### src/rtl/snake_pkg.sv
// Shared types and constants for the snake display path: cell codes, RGB565 colours,
// ILI9341 window/write opcodes and the default playfield size.
package snake_pkg;

  typedef enum logic [2:0] {
    EMPTY  = 3'd0,
    HEAD   = 3'd1,
    BODY   = 3'd2,
    APPLE  = 3'd3,
    BORDER = 3'd4
  } obj_code_t;

  typedef enum logic [2:0] {
    StIdle,
    StCaset,
    StPaset,
    StRamwr,
    StPixel,
    StDone
  } draw_state_t;

  localparam logic [15:0] ColEmpty   = 16'h0000;
  localparam logic [15:0] ColHead    = 16'hFFE0;
  localparam logic [15:0] ColBody    = 16'h07E0;
  localparam logic [15:0] ColApple   = 16'hF800;
  localparam logic [15:0] ColBorder  = 16'h001F;
  localparam logic [15:0] ColInvalid = 16'hF81F;

  localparam logic [7:0] OpCaset = 8'h2A;
  localparam logic [7:0] OpPaset = 8'h2B;
  localparam logic [7:0] OpRamwr = 8'h2C;

  localparam int unsigned GridWDefault = 16;
  localparam int unsigned GridHDefault = 12;

  function automatic logic [15:0] obj_colour(input logic [2:0] code);
    logic [15:0] c;
    case (code)
      EMPTY:   c = ColEmpty;
      HEAD:    c = ColHead;
      BODY:    c = ColBody;
      APPLE:   c = ColApple;
      BORDER:  c = ColBorder;
      default: c = ColInvalid;
    endcase
    return c;
  endfunction

endpackage

### src/rtl/lcd_byte_writer.sv
// 8080 write-only byte engine: latches dc/byte on req, drives wrx low then high for
// WR_CYCLES each, and pulses ack in the last high cycle so the next byte can follow directly.
module lcd_byte_writer #(
  parameter int unsigned WR_CYCLES = 2
) (
  input  logic       clk,
  input  logic       rst,
  input  logic       req_i,
  input  logic       dc_i,
  input  logic [7:0] byte_i,
  output logic       ack_o,
  output logic       wrx_o,
  output logic       dcx_o,
  output logic [7:0] data_o
);

  typedef enum logic [1:0] {PhIdle, PhLow, PhHigh} phase_t;

  localparam logic [7:0] CntLast = 8'(WR_CYCLES - 1);

  phase_t     phase_q, phase_d;
  logic [7:0] cnt_q, cnt_d;
  logic       dc_q, dc_d;
  logic [7:0] data_q, data_d;
  logic       accept;

  assign ack_o  = (phase_q == PhHigh) && (cnt_q == CntLast);
  assign accept = req_i && ((phase_q == PhIdle) || ack_o);
  assign wrx_o  = (phase_q != PhLow);
  assign dcx_o  = dc_q;
  assign data_o = data_q;

  always_comb begin
    phase_d = phase_q;
    cnt_d   = cnt_q;
    dc_d    = dc_q;
    data_d  = data_q;
    if (accept) begin
      phase_d = PhLow;
      cnt_d   = '0;
      dc_d    = dc_i;
      data_d  = byte_i;
    end else begin
      case (phase_q)
        PhLow: begin
          if (cnt_q == CntLast) begin
            phase_d = PhHigh;
            cnt_d   = '0;
          end else begin
            cnt_d = cnt_q + 8'd1;
          end
        end
        PhHigh: begin
          if (cnt_q == CntLast) begin
            phase_d = PhIdle;
            cnt_d   = '0;
          end else begin
            cnt_d = cnt_q + 8'd1;
          end
        end
        default: ;
      endcase
    end
  end

  always_ff @(posedge clk or posedge rst) begin
    if (rst) begin
      phase_q <= PhIdle;
      cnt_q   <= '0;
      dc_q    <= 1'b1;
      data_q  <= 8'h00;
    end else begin
      phase_q <= phase_d;
      cnt_q   <= cnt_d;
      dc_q    <= dc_d;
      data_q  <= data_d;
    end
  end

endmodule

### src/rtl/cell_draw_engine.sv
// Paints one 20x20 tile per update request: sets the LCD column/page window, issues RAMWR,
// then streams the cell colour, and pulses cmd_done when the last byte has been written.
module cell_draw_engine
  import snake_pkg::*;
#(
  parameter int unsigned CELL_PX   = 20,
  parameter int unsigned GRID_W    = GridWDefault,
  parameter int unsigned GRID_H    = GridHDefault,
  parameter int unsigned WR_CYCLES = 2
) (
  input  logic       clk,
  input  logic       rst,
  input  logic       en_update,
  input  logic [3:0] x,
  input  logic [3:0] y,
  input  logic [2:0] obj_code,
  output logic       cmd_done,
  output logic       busy,
  output logic       lcd_csx,
  output logic       lcd_dcx,
  output logic       lcd_wrx,
  output logic [7:0] lcd_data
);

  localparam logic [8:0] PixLast = 9'(CELL_PX * CELL_PX - 1);
  localparam logic [2:0] WinLast = 3'd4;

  draw_state_t state_q, state_d;
  logic [3:0]  x_q, x_d, y_q, y_d;
  logic [2:0]  obj_q, obj_d, idx_q, idx_d;
  logic [8:0]  pix_q, pix_d;
  logic        oob_q, oob_d, ph_q, ph_d, last_q, last_d, inflight_q, inflight_d;

  logic        wr_req, wr_dc, wr_ack, go;
  logic [7:0]  wr_byte;
  logic [3:0]  coord;
  logic [8:0]  win_lo, win_hi;
  logic [15:0] colour;

  // A new byte may be handed over when nothing is in flight or the current one is finishing.
  assign go     = !inflight_q || wr_ack;
  assign coord  = (state_q == StPaset) ? y_q : x_q;
  assign win_lo = 9'(32'(coord) * CELL_PX);
  assign win_hi = win_lo + 9'(CELL_PX - 1);
  assign colour = obj_colour(obj_q);

  always_ff @(posedge clk or posedge rst) begin
    if (rst) begin
      state_q    <= StIdle;
      x_q        <= '0;
      y_q        <= '0;
      obj_q      <= '0;
      oob_q      <= 1'b0;
      idx_q      <= '0;
      pix_q      <= '0;
      ph_q       <= 1'b0;
      last_q     <= 1'b0;
      inflight_q <= 1'b0;
    end else begin
      state_q    <= state_d;
      x_q        <= x_d;
      y_q        <= y_d;
      obj_q      <= obj_d;
      oob_q      <= oob_d;
      idx_q      <= idx_d;
      pix_q      <= pix_d;
      ph_q       <= ph_d;
      last_q     <= last_d;
      inflight_q <= inflight_d;
    end
  end

  always_comb begin
    state_d    = state_q;
    x_d        = x_q;
    y_d        = y_q;
    obj_d      = obj_q;
    oob_d      = oob_q;
    idx_d      = idx_q;
    pix_d      = pix_q;
    ph_d       = ph_q;
    last_d     = last_q;
    inflight_d = wr_req ? 1'b1 : (wr_ack ? 1'b0 : inflight_q);
    case (state_q)
      StIdle: begin
        if (en_update) begin
          x_d     = x;
          y_d     = y;
          obj_d   = obj_code;
          oob_d   = (32'(x) >= GRID_W) || (32'(y) >= GRID_H);
          idx_d   = '0;
          pix_d   = '0;
          ph_d    = 1'b0;
          last_d  = 1'b0;
          state_d = StCaset;
        end
      end
      // Out-of-range cells walk through the window states without touching the bus.
      StCaset, StPaset: begin
        if (oob_q) begin
          state_d = (state_q == StCaset) ? StPaset : StDone;
        end else if (go) begin
          if (idx_q == WinLast) begin
            idx_d   = '0;
            state_d = (state_q == StCaset) ? StPaset : StRamwr;
          end else begin
            idx_d = idx_q + 3'd1;
          end
        end
      end
      StRamwr: if (go) state_d = StPixel;
      StPixel: begin
        if (last_q) begin
          if (wr_ack) state_d = StDone;
        end else if (go) begin
          ph_d = !ph_q;
          if (ph_q) begin
            if (pix_q == PixLast) last_d = 1'b1;
            else                  pix_d  = pix_q + 9'd1;
          end
        end
      end
      StDone:  state_d = StIdle;
      default: state_d = StIdle;
    endcase
  end

  always_comb begin
    wr_req  = 1'b0;
    wr_dc   = 1'b1;
    wr_byte = 8'h00;
    case (state_q)
      StCaset, StPaset: begin
        if (!oob_q && go) begin
          wr_req = 1'b1;
          case (idx_q)
            3'd0: begin
              wr_dc   = 1'b0;
              wr_byte = (state_q == StCaset) ? OpCaset : OpPaset;
            end
            3'd1:    wr_byte = {7'd0, win_lo[8]};
            3'd2:    wr_byte = win_lo[7:0];
            3'd3:    wr_byte = {7'd0, win_hi[8]};
            default: wr_byte = win_hi[7:0];
          endcase
        end
      end
      StRamwr: begin
        if (go) begin
          wr_req  = 1'b1;
          wr_dc   = 1'b0;
          wr_byte = OpRamwr;
        end
      end
      StPixel: begin
        if (!last_q && go) begin
          wr_req  = 1'b1;
          wr_byte = ph_q ? colour[7:0] : colour[15:8];
        end
      end
      default: ;
    endcase
  end

  assign busy     = (state_q != StIdle) && (state_q != StDone);
  assign cmd_done = (state_q == StDone);
  assign lcd_csx  = !(busy && !oob_q);

  lcd_byte_writer #(
    .WR_CYCLES (WR_CYCLES)
  ) u_writer (
    .clk    (clk),
    .rst    (rst),
    .req_i  (wr_req),
    .dc_i   (wr_dc),
    .byte_i (wr_byte),
    .ack_o  (wr_ack),
    .wrx_o  (lcd_wrx),
    .dcx_o  (lcd_dcx),
    .data_o (lcd_data)
  );

endmodule
### config.mk
export PLATFORM = sky130hd
export DESIGN_NAME = cell_draw_engine
export DESIGN_NICKNAME = d
export VERILOG_FILES = /design/src/rtl/snake_pkg.sv /design/src/rtl/lcd_byte_writer.sv /design/src/rtl/cell_draw_engine.sv
export SDC_FILE = /design/constraint.sdc
export NUM_CORES = 1
export LEC_CHECK = 0
export CAP_MARGIN = 20
export CORE_UTILIZATION = 40
export DETAILED_ROUTE_END_ITERATION = 12
export GPL_TIMING_DRIVEN = 0
export PLACE_DENSITY = 0.73
export SYNTH_ARGS = -nofsm -noshare
export SYNTH_HDL_FRONTEND = slang
export SYNTH_SLANG_ARGS = --single-unit
### constraint.sdc
create_clock -name clk -period 3.1 [get_ports clk]
set_clock_uncertainty 0.2 [all_clocks]
set_input_delay 0.62 -clock clk [delete_from_list [all_inputs] [get_ports clk]]
set_output_delay 0.62 -clock clk [all_outputs]
set_load 0.005 [all_outputs]
After elaboration in Yosys (flattened, before gate mapping)

Cells that the tools add are included.

Register bits after elaboration: 49
Latch bits: 0
Memory bits (writable): 0
Bits in read-only memories: 0
Output and inout bits: 13
Word-level logic and storage cells: 141
Memories kept: 0

Add/subtract/negate cells: 4
Multipliers: 1
Div/mod/pow operators: 0
$lt $le $gt $ge: 1
Equal/unequal tests: 33
Shift operators: 0
Muxes and demuxes: 56
Bitwise gates (word level): 0
Reduce and logical (&&, ||, !) cells: 32

Operator list:

| kind                | count |
|---|---|
| $pmux 16 s5         | 1 |
| $mux 8              | 6 |
| $mux 9              | 5 |
| $mux 3              | 12 |
| $pmux 8 s4          | 1 |
| $pmux 8 s3          | 1 |
| $eq 3x2->1 const B  | 6 |
| $ne 2x2->1 const B  | 9 |
| $pmux 9 s2          | 1 |
| $mux 1              | 17 |
| $eq 3x3->1 const B  | 4 |
| $pmux 3 s4          | 1 |
| $reduce_and 6->1    | 2 |
| $add 9x1->9 const B | 1 |
| $add 9x5->9 const B | 1 |
| $eq 3x1->1 const B  | 3 |
| $eq 9x9->1 const B  | 1 |
| $logic_not 3->1     | 3 |
| $ne 3x3->1 const B  | 3 |
| $add 8x1->8 const B | 1 |
| $eq 8x1->1 const B  | 1 |
| $reduce_and 4->1    | 2 |
| $reduce_bool 2->1   | 4 |
| $mul 4x3->7 const B | 1 |
| other kinds (22)    | 40 |

Depth between registers and ports, before layout

Gate-level depths: netlist (run 1).

Word-level depth: 9
Gate-level depth with buffers: 12
Depth with buffers taken out: 12

Modules after synthesis

A second synthesis (run 1) with hierarchy kept.

Cells, all modules: 301
Area total of the unflattened synthesis: 3045.4 um^2

Modules (own cells, without submodules):

| module           | times used | cells an instance | area an instance (um^2) |
|---|---|---|---|
| cell_draw_engine | 1          | 216               | 2019.4 |
| lcd_byte_writer  | 1          | 85                | 1026.0 |

Worst setup path before layout (run 1)

Ideal clock, no wire load.

Kind: register to register
Start: register state_q[2]
End: register u_writer.data_q[0], in the netlist u_writer.data_o[0]
Data arrival time: 2.672 ns
Data required time: 2.773 ns
Path slack: 0.101 ns
Stages on the path, launching flop included: 11
Cells stage by stage: dfrtp_1 nor3b_2 mux2_2 ha_1 ha_1 inv_1 fa_1 nor2b_1 a21oi_1 a311oi_1 o21ai_1

Word-level cells in the longest chain between the ends: 7
Elaborated cells on any way between the ends: 14
Classes of those cells: add/sub: 1; mul: 1; eq/ne: 4; mux: 6; reduce/logical: 2

RTL lines:

| what                   | RTL line                                        | source |
|---|---|---|
| start, declared        | cell_draw_engine.sv:28                          | `draw_state_t state_q, state_d;` |
| start signal, assigned | cell_draw_engine.sv:49                          | `state_q <= StIdle;` |
| start signal, assigned | cell_draw_engine.sv:60                          | `state_q <= state_d;` |
| $eq 3x2->1             | cell_draw_engine.sv:42, cell_draw_engine.sv:132 |  |
| $mux 4                 | cell_draw_engine.sv:42                          | `assign coord = (state_q == StPaset) ? y_q : x_q;` |
| $mul 4x3->7            | cell_draw_engine.sv:43                          | `assign win_lo = 9'(32'(coord) * CELL_PX);` |
| $add 9x5->9            | cell_draw_engine.sv:44                          | `assign win_hi = win_lo + 9'(CELL_PX - 1);` |
| $pmux 8 s4             | cell_draw_engine.sv:136                         | `case (idx_q)` |
| $mux 8                 | cell_draw_engine.sv:134                         | `if (!oob_q && go) begin` |
| $pmux 8 s3             | cell_draw_engine.sv:132                         | `case (state_q)` |
| end signal, assigned   | lcd_byte_writer.sv:76                           | `data_q <= data_d;` |
| end, declared          | lcd_byte_writer.sv:24                           | `logic [7:0] data_q, data_d;` |

Parallel ways exist; a longest one is shown, timed or not.
A chain may end at the register's enable or synchronous reset.

Final worst setup path (run 1)

Start: register state_q[0]
End: register u_writer.data_q[0], in the netlist u_writer.data_o[0]

Same word-level chain as after synthesis.

==> results of run 1 <==
-- metrics by stage --
stage	cells	util (%)	setup slack, ns
floorplan	333	-	0.1010
global placement	458	46.89	-0.3915
finish	476	50.50	0.1070
global route	476	50.50	-0.02745
CTS	473	49.55	0.01090
detailed placement	459	47.16	-0.4277
-- kinds of logic (layout without fill, tap and decap cells) --
| family | after synthesis | after routing | synth area share, % |
|---|---|---|---|
| adders and majority gates | 17 | 17 | 7.213 |
| AOI/OAI and AO/OA | 80 | 80 | 16.93 |
| and+or+nand+nor | 122 | 122 | 21.11 |
| xor gates and xnor gates | 11 | 11 | 3.156 |
| buffers and inverters | 35 | 79 | 4.508 |
| DFF | 49 | 49 | 40.21 |
| muxes | 19 | 19 | 6.885 |
-- layout make-up --
class,count,area share [%]
Tap cell,99,3.346
Buffer,12,1.386
Inverter,23,2.332
Clock buffer,8,2.433
Multi-Input combinational cell,249,47.79
Sequential cell,49,33.22
Timing Repair Buffer,36,9.496
-- critical path: cells and delay by family, from the launching register on --
family | cells | cell delay [ns]
muxes | 1 | 0.33
AOI/OAI and AO/OA | 2 | 0.34
adders and majority gates | 3 | 0.94
DFF | 1 | 0.44
buffers and inverters | 2 | 0.21
and+or+nand+nor | 3 | 0.44
-- flip-flops by register name, indices dropped and copies added (netlist names), 2 cells and up --
| signal | count |
|---|---|
| pix_q | 9 |
| u_writer.cnt_q | 8 |
| u_writer.data_o | 8 |
| x_q | 4 |
| y_q | 4 |
| idx_q | 3 |
| obj_q | 3 |
| state_q | 3 |
| u_writer.phase_q | 2 |
-- what timing repair did --
action | CTS | global route
setup buffers | 6 | 3
cloned | 0 | 0
pin swaps | 3 | 5
resized for setup | 10 | 8
setup endpoints to repair | 4 | 3
hold buffers | 0 | 0
-- routing by layer --
metal | up-vias | share of wire (%)
met2 | 53 | 50
met4 | 0 | 2.3
met1 | 1263 | 44
met5 | - | 0
met3 | 17 | 3.8
li1 | 1273 | -
-- how the worst max path moves through the flow --
| stage | from | endpoint | slack [ns] | cells past startpoint |
|---|---|---|---|---|
| floorplan | state_q[2] | u_writer.data_o[0] | 0.10 | 10 |
| global placement | state_q[2] | u_writer.data_o[0] | -0.39 | 11 |
| detailed placement | state_q[2] | u_writer.data_o[0] | -0.43 | 11 |
| CTS | state_q[2] | u_writer.data_o[0] | 0.01 | 12 |
| global route | state_q[0] | u_writer.data_o[0] | -0.03 | 13 |
| finish | state_q[0] | u_writer.data_o[0] | 0.11 | 11 |
-- placed cells by master, fill, tap and decap left out, types with 3 or more instances in the layout --
| cell type | instances |
|---|---|
| dfrtp_1 | 46 |
| nand2_1 | 32 |
| nor2_1 | 26 |
| clkdlybuf4s50_1 | 26 |
| a21oi_1 | 24 |
| o21ai_0 | 23 |
| inv_1 | 21 |
| nand3_1 | 14 |
| mux2_2 | 14 |
| ha_1 | 13 |
| clkbuf_1 | 8 |
| nor3_1 | 8 |
| buf_4 | 8 |
| xor2_1 | 6 |
| clkbuf_8 | 6 |
| buf_2 | 5 |
| nand4_1 | 5 |
| xnor2_1 | 5 |
| or3_1 | 5 |
| and3_1 | 5 |
| or4_1 | 4 |
| nand2b_1 | 3 |
| a21oi_2 | 3 |
| or4b_4 | 3 |
| nor2b_1 | 3 |
| and2_1 | 3 |
| ha_4 | 3 |
-- power by group through the flow --
| stage | clock (W) | combinational [W] | sequential (W) |
|---|---|---|---|
| after floorplan | 0 | 0.00146 | 0.00103 |
| after global placement | 0 | 0.00196 | 0.00106 |
| after detailed placement | 0 | 0.00202 | 0.00107 |
| after CTS | 0.000404 | 0.00217 | 0.00106 |
| after global routing | 0.000425 | 0.00261 | 0.00110 |
| final | 0.000395 | 0.00234 | 0.00107 |
==> impl_metrics.tcl, run 1 <==
set metrics [dict create \
    status "completed" \
    synthTopCellsByCount "48 x dfrtp_1, 32 x nand2_1, 26 x nor2_1, 25 x a21oi_1" \
    hp-class "flip-flop to flip-flop" \
    whs_path_depth 2 \
    p_sw_share_pct 43.25 \
    max_freq_mhz 334.1 \
    multiInputGateArea_um2 1769 \
    slew_headroom_pct 57.07 \
    nets 407 \
    vdd_ir_drop_max_mv 0.6353 \
    fin_crit_ns 2.993 \
    synth-edff-count 0 \
    dp_hpwl_um 5125 \
    num_rows 31 \
    route.vias.total 2606 \
    area_growth_pct 21.27 \
    overflow 0 \
    critPathLaunchType "flip-flop" \
    power_switching_w 0.001643 \
    path_class "flip-flop to flip-flop" \
    antenna_found_initial 0 \
    avgRoutedWirePerCell_um 14.72 \
    die_x_um 89.37 \
    grt_use_met1_pct 24.80 \
    grt-busiest-layer "met2" \
    clock_sinks 49 \
    clkTransAtPathRegs_ns 0.09 \
    finalPower_w 0.003800 \
    cts_buffers 5 \
    dpl_cell_area_um2 3457 \
    intPower_w 0.002156 \
    cts_root_buf "clkbuf_8" \
    cts_tree "built" \
    setup_violations 0 \
    maxSlewViolCount 0 \
    end_kind "flip-flop" \
    r2r_setup_slack_ns 0.11 \
    synthArstFlopShare_pct 100.0 \
    clock_power_share_pct 10.4 \
    wl_um 7005 \
    p_per_area_nw_per_um2 1026 \
    use_met3_pct 2.770 \
    synthTopCellsByArea "dfrtp_1 39%, ha_1 6.6%, mux2_2 5.9%" \
    rr_worst_depth 11 \
    dieArea_um2 7986 \
    timing.hold.ws_ns 0.2951 \
    crit_fanout 4 \
    coreArea_um2 7331 \
    synth_warnings 0 \
    grt_pass1_vias 2598 \
    final-seq-area_um2 1230 \
    max_slew.worst_pin.slew_ns 0.6373 \
    min_from "u_writer.dcx_o" \
    ys_types 54 \
    critical-path-max-stage-delay_ns 0.53 \
    sequentialPowerShare_pct 28.1 \
    portBuffers 26 \
    syn_area_per_cell_um2 9.168 \
    holdPathEnd "u_writer.dcx_o" \
    yosysSeqAreaShare_pct 40.20 \
    synth_flop_cell "dfrtp_1" \
    grt_start_max_net_pins 28 \
    use_met2_pct 33.38 \
    die_y_um 89.37 \
    diodes 0 \
    timing_hold_violations_final 0 \
    drv_cap 0 \
    drive_gt1_share_pct 15.92 \
    final_area_um2 3702 \
    drcViolationCount 0 \
    gp_congestion 0.9054 \
    cp.arrival_ns 2.99 \
    syn_area_um2 3053 \
    grt_pass1_wl_um 11970 \
    total_leakage_power_nw 1.538 \
    synth_cells 333 \
    timing.rr.end "u_writer.data_o[0]" \
    start_util_pct 41.65 \
    pwr-share-comb_pct 61.5 \
    netlist.area_leader.share_pct 39.34 \
    crit_chain "nor3b_4 > buf_6 > mux2_4 > ha_4 > ha_4 > inv_1 > fa_1 > nor2b_2 > nand2b_1 > a311oi_2 > o21ai_1" \
    io_pins 27 \
    grt_usage_pct 19.38 \
    ant_nets 0 \
    cts_buffer_depth 2 \
    vias_per_cell 5.475 \
    slowest_stage "fa_1" \
    crit_top_cell "ha_4" \
    drt_iter0_markers 183 \
    synthesis.nets 364 \
    drtPass1Iterations 5 \
    required_ns 3.10 \
    r2r_start "state_q[0]" \
    clk_latency_ns 0.31 \
    synth_seq_cells 49 \
    synth_top_area_cell "dfrtp_1" \
    setup_tns_ns 0 \
    finalCritPeriodShare_pct 96.55 \
    yosysMostFrequentCell "dfrtp_1" \
    cts_max_level 2 \
    fill_cells 656 \
]
Note: power is estimated with default switching activity, not from simulation.
==> run 2: changes to the inputs <==
DONT_BUFFER_PORTS = 1   (was unset)
PLACE_DENSITY = 0.68   (was 0.73)
==> run 2 against run 1 <==
Against the previous run:
- the run now ends with negative hold slack left
- final cell count shrank 5.3%
- power shrank 4.0%
- sequential share of layout area grew 2.3 points
- global-route usage shrank 0.47 points
- wire length shrank 1.9%
- worst hold slack lost 0.31 ns
- core utilization shrank 3.2 points
- die area is the same
- fmax grew 0.45%
- largest cell class unchanged
==> impl_metrics.tcl, run 2 (same netlist as run 1, synthesis figures left out) <==
set metrics [dict create \
    max_freq_mhz 335.6 \
    top_register "pix_q" \
    largest_reg_flops 9 \
    drt_iter0_markers 132 \
    required_ns 3.14 \
    cts_root_buf "clkbuf_8" \
    maxSlewViolCount 0 \
    timing_hold_violations_final 13 \
    fin_util_pct 47.29 \
    overflow 0 \
    die_x_um 89.37 \
    cts_buffer_depth 2 \
    p_per_area_nw_per_um2 1052 \
    dp_hpwl_um 5019 \
    antenna_found_initial 0 \
    end_kind "flip-flop" \
    cts_buffers 5 \
    max_slew.worst_pin.slew_ns 0.6803 \
    gp_congestion 0.8269 \
    clock_sinks 49 \
    grt_pass1_wl_um 11560 \
    crit_fanout 3 \
    use_met3_pct 4.894 \
    crit_top_cell "inv_2" \
    violations "negative hold slack" \
    fill_cells 693 \
    cp.arrival_ns 3.02 \
    cts_max_level 2 \
    crit_chain "nor3b_4 > buf_6 > mux2i_4 > inv_2 > ha_4 > ha_2 > inv_2 > fa_1 > nor2b_2 > nand4_1 > a21oi_2 > a311oi_2 > o21ai_1" \
    setup_violations 0 \
    critical-path-max-stage-delay_ns 0.47 \
    drtPass1Iterations 4 \
    hp-class "input port to asynchronous set/reset pin" \
    io_pins 27 \
    coreArea_um2 7331 \
    finalCritPeriodShare_pct 96.11 \
    path_class "flip-flop to flip-flop" \
    dieArea_um2 7986 \
    drv_cap 0 \
    start_util_pct 41.65 \
    diodes 0 \
    drcViolationCount 0 \
    area_growth_pct 13.57 \
    num_rows 31 \
    slowest_stage "fa_1" \
    mostFrequentLayoutCell "dfrtp_1" \
    multiInputGateArea_um2 1753 \
    ant_nets 0 \
    vias_per_cell 5.627 \
    cts_tree "built" \
    grt_pass1_vias 2515 \
    route.vias.total 2538 \
    vdd_ir_drop_max_mv 0.6562 \
    timing.hold.ws_ns -0.01158 \
    ctsHoldBuffers 0 \
    slew_headroom_pct 54.27 \
    setup_tns_ns 0 \
    drive_gt1_share_pct 18.18 \
    rr_worst_depth 13 \
    avgRoutedWirePerCell_um 15.23 \
    final-seq-area_um2 1230 \
    die_y_um 89.37 \
    mostFrequentLayoutCells "46 x dfrtp_1, 32 x nand2_1, 26 x nor2_1" \
    fin_crit_ns 2.980 \
    clk_latency_ns 0.31 \
    pre_cts_slack_ns -0.4393 \
    portBuffers 0 \
    critPathLaunchType "flip-flop" \
    grt-busiest-layer "met2" \
    clkTransAtPathRegs_ns 0.09 \
    grt_start_max_net_pins 30 \
    status "finished, violations left" \
    finalWorstSetupSlack_ns 0.1205 \
    total_leakage_power_nw 1.456 \
    grt_use_met1_pct 23.34 \
    grt_usage_pct 18.92 \
    use_met2_pct 32.20 \
    wl_um 6869 \
    nets 382 \
]
==> run 2: changes by cell type in the layout (fill, tap and decap cells not counted), sizes merged <==
| cell | before | now |
|---|---|---|
| clkdlybuf4s50 | 26 | 0 |
| clkinvlp | 0 | 1 |
| clkbuf | 14 | 12 |
| buf | 16 | 17 |
| bufinv | 0 | 1 |
==> run 2: power breakdown <==
group,leakage [nW],total (W),switching (W),internal (W)
Clock,0.0574,0.000487,0.000225,0.000263
Sequential,0.623,0.00108,0.000211,0.000868
Combinational,0.775,0.00208,0.00117,0.000913
==> run 2: final timing paths <==
check,start,end,slack (ns)
hold / removal,rst,pix_q[5],-0.01
setup reg to reg,state_q[0],u_writer.data_o[0],0.12
setup / recovery,state_q[0],u_writer.data_o[0],0.12
min in group clk,obj_code[0],obj_q[0],0.24
max in group asynchronous,rst,u_writer.dcx_o,2.13
hold reg to reg,u_writer.dcx_o,u_writer.dcx_o,0.31
==> run 2: through the flow <==
stage                     total power (W)  instance area [um2]  instances
after floorplan                  0.002490                 3053        333
after global placement           0.002857                 3177        432
after detailed placement         0.002909                 3197        433
after CTS                        0.003560                 3402        447
after global routing             0.003973                 3467        451
final                            0.003647                 3467        451
==> run 2: area by class of cell <==
class | instances | share of cell area, %
Clock inverter | 2 | 1.083
Multi-Input combinational cell | 249 | 50.56
Clock buffer | 6 | 2.382
Buffer | 12 | 1.480
Tap cell | 99 | 3.573
Sequential cell | 49 | 35.47
Timing Repair Buffer | 11 | 2.959
Inverter | 23 | 2.490
==> run 2: timing repair <==
action | CTS | global route
pin swaps | 5 | 5
setup endpoints to repair | 4 | 4
buffers inserted | 6 | 4
cloned | 0 | 0
resized for setup | 11 | 8
==> run 2: critical path: cells and delay by family, from the launching register on <==
kind	cells	cell delay [ns]
AO/OA/AOI/OAI	3	0.35
adder cells (fa/ha/maj)	3	0.90
buffers and inverters	3	0.28
flip-flops	1	0.43
multiplexers	1	0.25
AND/OR/NAND/NOR	3	0.51
==> run 2: routing by layer <==
layer	wire length (um)	share of wire [%]	vias up
li1	-	-	1237
met1	3084	45	1237
met2	3322	48	50
met3	319	4.6	14
met4	143	2.1	0
met5	0	0	-
==> run 3: changes to the inputs <==
CAP_MARGIN = unset   (was 20)
CELL_PAD_IN_SITES_DETAIL_PLACEMENT = 0   (was unset)
CELL_PAD_IN_SITES_GLOBAL_PLACEMENT = 1   (was unset)
PLACE_DENSITY = 0.82   (was 0.68)
==> run 3 against run 2 <==
Against the previous run:
- largest cell class unchanged
- setup slack got worse by 0.091 ns
- power rose by 1.6%
- the flow now finishes without violations
- wire length rose by 4.5%
- worst hold slack improved by 0.046 ns
- critical endpoint unchanged
- combinational power rose by 4%
==> impl_metrics.tcl, run 3 (same netlist as run 1, synthesis figures left out) <==
set metrics [dict create \
    max_freq_mhz 325.6 \
    end_kind "flip-flop" \
    start_util_pct 41.65 \
    crit_fanout 4 \
    cts_tree "built" \
    io_pins 27 \
    timing.rr.end "u_writer.data_o[0]" \
    route.vias.total 2464 \
    clock_power_share_pct 12.8 \
    grt_pass1_wl_um 11790 \
    max_slew.worst_pin.slew_ns 0.6842 \
    slew_headroom_pct 54.01 \
    grt_pass1_vias 2426 \
    coreArea_um2 7331 \
    total_leakage_power_nw 1.453 \
    intPower_w 0.002064 \
    top_register "pix_q" \
    largest_reg_flops 9 \
    portBuffers 0 \
    p_per_area_nw_per_um2 1071 \
    cts_max_level 2 \
    mostFrequentLayoutCells "46 x dfrtp_1, 32 x nand2_1, 26 x nor2_1" \
    setup_violations 0 \
    gp_congestion 0.8220 \
    avgRoutedWirePerCell_um 15.96 \
    p_sw_share_pct 44.31 \
    final_area_um2 3462 \
    finalCritPeriodShare_pct 99.06 \
    rr_worst_depth 12 \
    num_rows 31 \
    finalNonFillerCells 450 \
    clock_sinks 49 \
    drtPass1Iterations 4 \
    drv_cap 0 \
    vdd_ir_drop_max_mv 0.4978 \
    dp_hpwl_um 5166 \
    drcViolationCount 0 \
    clk_latency_ns 0.31 \
    dieArea_um2 7986 \
    drive_gt1_share_pct 17.95 \
    dpl_cell_area_um2 3197 \
    die_x_um 89.37 \
    grt_usage_pct 19.25 \
    grt_start_max_net_pins 26 \
    path_class "flip-flop to flip-flop" \
    finalPower_w 0.003706 \
    power_switching_w 0.001642 \
    die_y_um 89.37 \
    r2r_start "state_q[0]" \
    clkTransAtPathRegs_ns 0.10 \
    ctsHoldBuffers 0 \
    area_growth_pct 13.40 \
    required_ns 3.13 \
    pwr-share-comb_pct 58.3 \
    maxSlewViolCount 0 \
    wl_um 7181 \
    dp_cells 433 \
    cp.arrival_ns 3.10 \
    fin_crit_ns 3.071 \
    overflow 0 \
    diodes 0 \
    timing_hold_violations_final 0 \
    r2r_setup_slack_ns 0.03 \
    antenna_found_initial 0 \
    mostFrequentLayoutCell "dfrtp_1" \
    ant_nets 0 \
    drt_iter0_markers 184 \
    hp-class "input port to asynchronous set/reset pin" \
    status "completed" \
    cts_root_buf "clkbuf_8" \
    cts_buffer_depth 2 \
    nets 381 \
    vias_per_cell 5.476 \
    cts_buffers 5 \
    sequentialPowerShare_pct 28.9 \
    critPathLaunchType "flip-flop" \
    rsz0062_at_grt "true" \
]
==> run 3: cell types whose count changed in the layout (fill, tap and decap cells not counted), sizes merged <==
cell,change
clkinvlp,-1
buf,-1
clkinv,+1
==> run 3: cell type report <==
class                   instances  area [um2]
clock buffers                   6       72.57
fillers                       708        3869
repair buffers                 10       87.58
flip-flops and latches         49        1230
multi-input cells             249        1772
plain buffers                  12       51.30
clock inverters                 2       38.79
well taps                      99       123.9
inverters                      23       86.33
==> run 3: per-stage QoR <==
stage	utilization [%]	setup TNS [ns]	setup WS (ns)	hold WS [ns]
CTS	46.54	0	0.007053	0.05217
global placement	43.34	-0.5710	-0.3509	0.2859
global route	47.23	-0.1024	-0.1024	0.08902
finish	47.23	0	0.02917	0.03404
floorplan	-	0	0.1010	0.2673
detailed placement	43.61	-0.7141	-0.3842	0.2920
==> run 3: critical path, stage by stage, from the launching register on <==
cell      delay [ns]
dfrtp_2         0.43
nor3b_4         0.34
mux2i_2         0.33
inv_2           0.09
ha_4            0.27
ha_4            0.12
inv_2           0.03
fa_1            0.48
nor2b_2         0.20
nand4_1         0.14
a21oi_2         0.17
a311oi_2        0.06
o21ai_1         0.14
==> run 3: power groups by stage <==
stage	clock, W	sequential (W)	combinational, W
4_1_cts	0.000481	0.00108	0.00204
3_5_place_dp	0	0.00109	0.00184
5_1_grt	0.000499	0.00111	0.00242
6_report	0.000473	0.00107	0.00216
2_1_floorplan	0	0.00103	0.00146
3_3_place_gp	0	0.00107	0.00181
==> run 3: worst max path at each step <==
stage               startpoint                  to  slack [ns]
finish              state_q[0]  u_writer.data_o[0]        0.03
floorplan           state_q[2]  u_writer.data_o[0]        0.10
CTS                 state_q[2]  u_writer.data_o[0]       0.007
global placement    state_q[2]  u_writer.data_o[0]       -0.35
global route        state_q[2]  u_writer.data_o[0]       -0.10
detailed placement  state_q[2]  u_writer.data_o[0]       -0.38
==> run 3: timing repair <==
item,in CTS,in global routing
buffers inserted,6,3
gates resized for setup,13,6
setup endpoints to repair,4,4
pin swaps,6,9
==> run 3: layer usage <==
metal / global-route usage, % / vias to the layer above / part of all wire, %
met4: 5.916 / 0 / 1.9
met3: 3.601 / 10 / 2.5
met1: 25.49 / 1209 / 47
li1: - / 1216 / -
met2: 31.92 / 29 / 48
met5: 0 / - / 0
